`config.mk`:
```
export PLATFORM = sky130hd
export DESIGN_NAME = ysyx_22050854_wb_unit
export DESIGN_NICKNAME = d
export VERILOG_FILES = /design/src/rtl/ysyx_22050854_wb_unit.sv
export SDC_FILE = /design/constraint.sdc
export NUM_CORES = 1
export LEC_CHECK = 0
export CAP_MARGIN = 20
export CORE_AREA = 5 5 206 108
export DETAILED_ROUTE_END_ITERATION = 8
export DIE_AREA = 0 0 211 113
export GPL_ROUTABILITY_DRIVEN = 0
export PLACE_DENSITY = 0.81
export SYNTH_ARGS = -nofsm -noshare
export SYNTH_HDL_FRONTEND = slang
export SYNTH_SLANG_ARGS = --single-unit
```
`constraint.sdc`:
```
create_clock -name clk -period 3 [get_ports clk]
set_clock_uncertainty 0.1 [all_clocks]
set_input_delay 0.6 -clock clk [delete_from_list [all_inputs] [get_ports clk]]
set_output_delay 0.6 -clock clk [all_outputs]
set_load 0.05 [all_outputs]
```
`src/rtl/ysyx_22050854_wb_unit.sv`:
```
// Writeback unit: arbitrates ALU and load results, extends load data, drives the
// register-file write port one cycle later, tracks pending loads and retired count.
module ysyx_22050854_wb_unit #(
    parameter int unsigned XLEN = 64
) (
    input  logic            clk,
    input  logic            rst_n,
    input  logic            alu_valid,
    output logic            alu_ready,
    input  logic [4:0]      alu_rd,
    input  logic [XLEN-1:0] alu_data,
    input  logic            ld_issue,
    input  logic [4:0]      ld_issue_rd,
    input  logic            ld_valid,
    output logic            ld_ready,
    input  logic [4:0]      ld_rd,
    input  logic [2:0]      ld_funct3,
    input  logic [2:0]      ld_offset,
    input  logic [XLEN-1:0] ld_rdata,
    input  logic [4:0]      rs1,
    input  logic [4:0]      rs2,
    output logic            rs1_busy,
    output logic            rs2_busy,
    output logic            rf_wen,
    output logic [4:0]      rf_waddr,
    output logic [XLEN-1:0] rf_wdata,
    output logic [XLEN-1:0] instret
);

    localparam int unsigned NREG = 32;

    logic            ld_hs;
    logic            alu_hs;
    logic            any_hs;
    logic [4:0]      hs_rd;
    logic [XLEN-1:0] hs_data;
    logic [XLEN-1:0] ld_ext;
    logic [7:0]      lane_b;
    logic [15:0]     lane_h;
    logic [31:0]     lane_w;
    logic [NREG-1:0] busy;
    logic [NREG-1:0] busy_nxt;

    // Load path has fixed priority; it is never back-pressured.
    assign ld_ready  = 1'b1;
    assign alu_ready = !ld_valid;
    assign ld_hs     = ld_valid;
    assign alu_hs    = alu_valid && !ld_valid;
    assign any_hs    = ld_hs || alu_hs;

    // Sub-word lanes; unused low offset bits are dropped for naturally aligned lanes.
    assign lane_b = ld_rdata[{ld_offset, 3'b000} +: 8];
    assign lane_h = ld_rdata[{ld_offset[2:1], 4'b0000} +: 16];
    assign lane_w = ld_rdata[{ld_offset[2], 5'b00000} +: 32];

    always_comb begin
        ld_ext = '0;
        case (ld_funct3)
            3'b000:  ld_ext = {{(XLEN-8){lane_b[7]}}, lane_b};
            3'b001:  ld_ext = {{(XLEN-16){lane_h[15]}}, lane_h};
            3'b010:  ld_ext = {{(XLEN-32){lane_w[31]}}, lane_w};
            3'b011:  ld_ext = ld_rdata;
            3'b100:  ld_ext = {{(XLEN-8){1'b0}}, lane_b};
            3'b101:  ld_ext = {{(XLEN-16){1'b0}}, lane_h};
            3'b110:  ld_ext = {{(XLEN-32){1'b0}}, lane_w};
            default: ld_ext = '0;
        endcase
    end

    always_comb begin
        hs_rd   = alu_rd;
        hs_data = alu_data;
        if (ld_hs) begin
            hs_rd   = ld_rd;
            hs_data = ld_ext;
        end
    end

    // Scoreboard update: a same-cycle issue overrides the writeback clear.
    always_comb begin
        busy_nxt = busy;
        if (ld_hs) begin
            busy_nxt[ld_rd] = 1'b0;
        end
        if (ld_issue) begin
            busy_nxt[ld_issue_rd] = 1'b1;
        end
        busy_nxt[0] = 1'b0;
    end

    assign rs1_busy = busy[rs1];
    assign rs2_busy = busy[rs2];

    always_ff @(posedge clk) begin
        if (!rst_n) begin
            rf_wen   <= 1'b0;
            rf_waddr <= '0;
            rf_wdata <= '0;
            busy     <= '0;
            instret  <= '0;
        end else begin
            busy   <= busy_nxt;
            rf_wen <= any_hs && (hs_rd != 5'd0);
            if (any_hs) begin
                rf_waddr <= hs_rd;
                rf_wdata <= hs_data;
                instret  <= instret + XLEN'(1);
            end
        end
    end

endmodule

```
==> results.json <==
{
  "post_drt_wl_per_cell_um": 23.8,
  "crit_path_start": "rs1[0]",
  "fillers": 1656,
  "setup.worst_path.end_class": "primary output",
  "nets": 1639,
  "core_area_um2": 20200,
  "postRouteAntennaNets": 0,
  "drt-total-wl_um": 41900,
  "grt_overflow": 0,
  "worstPathMaxFanout": 7,
  "cpPeakStageDelay_ns": 0.49,
  "grt_max_degree": 77,
  "crit_top_cell": "buf_6",
  "r2r_end": "instret[60]",
  "drc": 0,
  "grt_use_total_pct": 33.6,
  "syn_inst": 1176,
  "reg2reg_depth": 6,
  "ys_warn_count": 0,
  "layout_commonest_cell": "clkdlybuf4s50_1",
  "grt_pass1_vias": 10100,
  "cts_tree": "done",
  "peakVddDrop_mv": 0.426,
  "startpoint_type": "input pin",
  "first_iter_violations": 1477,
  "path_cells": "dlygate4sd2_1 > buf_6 > buf_6 > mux4_2 > mux2i_1 > o21ai_1 > a31oi_1 > nor2_2 > buf_6",
  "fmax_mhz": 343,
  "ys_seq_elements": 165,
  "cts_max_path_buffers": 2,
  "postCtsHoldBufs": 0,
  "layout_common_cells": "clkdlybuf4s50_1, nor2_1, dfxtp_1",
  "intPower_mw": 4.02,
  "finalHoldViolations": 0,
  "fp.dieW_um": 211,
  "layout_min_cycle_time_ns": 2.91,
  "syn_avg_cell_area_um2": 7.96,
  "areaGrowthSynthToFinish_pct": 44.2,
  "clkLatencyLatePin_ns": 0.42,
  "crit_end": "rs1_busy",
  "synthFlopType": "dfxtp_1",
  "synth_seq_area_share_pct": 35.3,
  "outcome": "finished clean",
  "rr_startpoint": "instret[6]",
  "switching_share_pct": 32.3,
  "clkSinkCount": 165,
  "synth_async_sr_flop_share_pct": 0,
  "tightest_slew_ns": 0.922,
  "antenna_found_initial": 4,
  "seqPwrFrac_pct": 39.2,
  "critical-path-top-delay-family": "buffers and inverters",
  "syn_nets": 1341,
  "grt_setup_unrepaired": "false",
  "htree_levels": 4,
  "via_per_inst": 6.32,
  "totalPowerFinal_mw": 5.94,
  "synth_cell_types": 52,
  "slew_viol_final": 0,
  "critPathRequiredTime_ns": 2.30,
  "tns_ns": 0,
  "core.rowCount": 37,
  "netlist_area_um2": 9360,
  "cts_buffers": 17,
  "dr_total_vias": 11100,
  "ff2ff_setup_slack_ns": 0.19,
  "clkTransAtPathRegs_ns": 0.07,
  "leakagePower_nw": 4.76,
  "initial_core_util_pct": 46.4,
  "hold_start": "instret[63]",
  "hpwl_um": 31900,
  "finalCritPeriodShare_pct": 97.1,
  "comb_power_share_pct": 23.9,
  "clock-root-buffer": "clkbuf_16",
  "cap_violations": 0,
  "ios": 302,
  "worst-setup-path-type": "in -> out",
  "finalSetupViolations": 0,
  "synth_edf_count": 0,
  "max_slew_margin_pct": 38.5,
  "p_per_area_nw_per_um2": 440,
  "p_clk_share_pct": 36.8,
  "crit_buf_inv": 4,
  "min_path_type": "reg -> reg",
  "drt_pass1_iterations": 5,
  "die_h_um": 113,
  "p_sw_mw": 1.92,
  "dieArea_um2": 23800,
  "crit_cells": 9,
  "grt_pass1_wl_um": 61800,
  "final_layout_size_suffix_gt1_share_pct": 11.4,
  "port_buffers": 300,
  "worst_path_max_delay_cell": "mux4_2",
  "crit_arrival_ns": 2.21
}
-- cell usage after synthesis, types with 6 or more instances --
master    count  area share, %
xor2_1       20            1.9
a211oi_1      6           0.48
or3_1        15            1.0
nand2b_1      6           0.40
clkbuf_1     75            3.0
mux2i_1      29            3.1
o221ai_1     25            2.3
nand4_1      25            1.7
xnor2_1      15            1.4
or4_1        16            1.3
nand2_1      71            2.8
nor2_1      197            7.9
inv_1        13           0.52
nand3_1      30            1.6
buf_1        10           0.40
mux4_2       28            6.7
o21ai_0     103            5.5
and3_1        9           0.60
dfxtp_1     165             35
mux2_2        8           0.96
nor3_1       11           0.59
a21oi_1     152            8.1
nor4_1        8           0.53
o21a_1       22            1.8
o31ai_1      11           0.88
a221oi_1     41            3.8
or2_2         9           0.60
-- worst reg2reg max path: stages (launching register included) --
cell	delay, ns
dfxtp_1	0.45
nand4_4	0.18
or4_1	0.67
buf_4	0.22
or3_1	0.43
or4_1	0.52
a21oi_1	0.15
-- layer usage --
| metal | part of all wire, % | vias up | GRT usage, % |
|---|---|---|---|
| met5 | 0.12 | - | 0 |
| met4 | 2.6 | 8 | 10.0 |
| met3 | 17 | 83 | 15.4 |
| met2 | 37 | 788 | 42.0 |
| met1 | 43 | 5300 | 50.3 |
| li1 | - | 4951 | - |
-- power groups by stage --
| stage | Combinational, mW | Clock, mW | Sequential, mW |
|---|---|---|---|
| final | 1.42 | 2.19 | 2.33 |
| after global routing | 1.48 | 2.30 | 2.34 |
| after CTS | 1.39 | 2.19 | 2.32 |
| after detailed placement | 1.38 | 0 | 2.37 |
| after global placement | 1.36 | 0 | 2.37 |
| after floorplan | 0.489 | 0 | 2.63 |
-- flip-flops by register name (all words and copies together), names as in the netlist --
signal    flops
rf_wdata     64
instret      64
busy         31
rf_waddr      5
rf_wen        1
-- cells by family (layout without fill, tap and decap cells) --
group	Yosys count	after routing	share of synthesized area (%)
AOI/OAI and AO/OA	375	375	24.2
xor gates and xnor gates	35	35	3.27
adders and majority gates	1	1	0.134
buffers and inverters	103	414	4.21
DFF	165	165	35.3
muxes	65	65	10.8
other	1	2	0.0401
and+or+nand+nor	431	431	22.0
-- per-stage QoR --
step	hold WS, ns	area (um^2)	utilization, %	worst slack, ns	cells
after floorplan	0.358	9370	-	0.00413	1176
after global placement	0.376	12900	63.9	-0.194	1727
after detailed placement	0.400	12900	63.9	-0.224	1727
after CTS	0.410	13500	66.9	0.0520	1760
after global routing	0.446	13500	66.9	0.0261	1761
final	0.411	13500	66.9	0.0865	1761
-- worst min path at each step --
stage,to,slack (ns),depth (start not counted)
after floorplan,busy[13],0.36,2
after global placement,instret[63],0.38,2
after detailed placement,instret[63],0.40,2
after CTS,instret[63],0.41,2
after global routing,instret[63],0.45,2
final,instret[63],0.41,2
-- repair_timing --
action / 4_1_cts / 5_1_grt
pin swaps: 1 / 2
buffers inserted: 1 / 0
resized for setup: 8 / 4
setup endpoints to repair: 2 / 4
-- cell type report --
type / instances / area [um^2] / share of cell area [%]
multi-input cells: 908 / 5700 / 42.2
repair buffers: 368 / 3520 / 26.1
flip-flops and latches: 165 / 3310 / 24.5
clock buffers: 17 / 425 / 3.15
well taps: 273 / 342 / 2.53
clock inverters: 15 / 145 / 1.08
inverters: 14 / 52.6 / 0.389
diodes: 1 / 2.50 / 0.0185
Power figures use the tool's default switching activity.
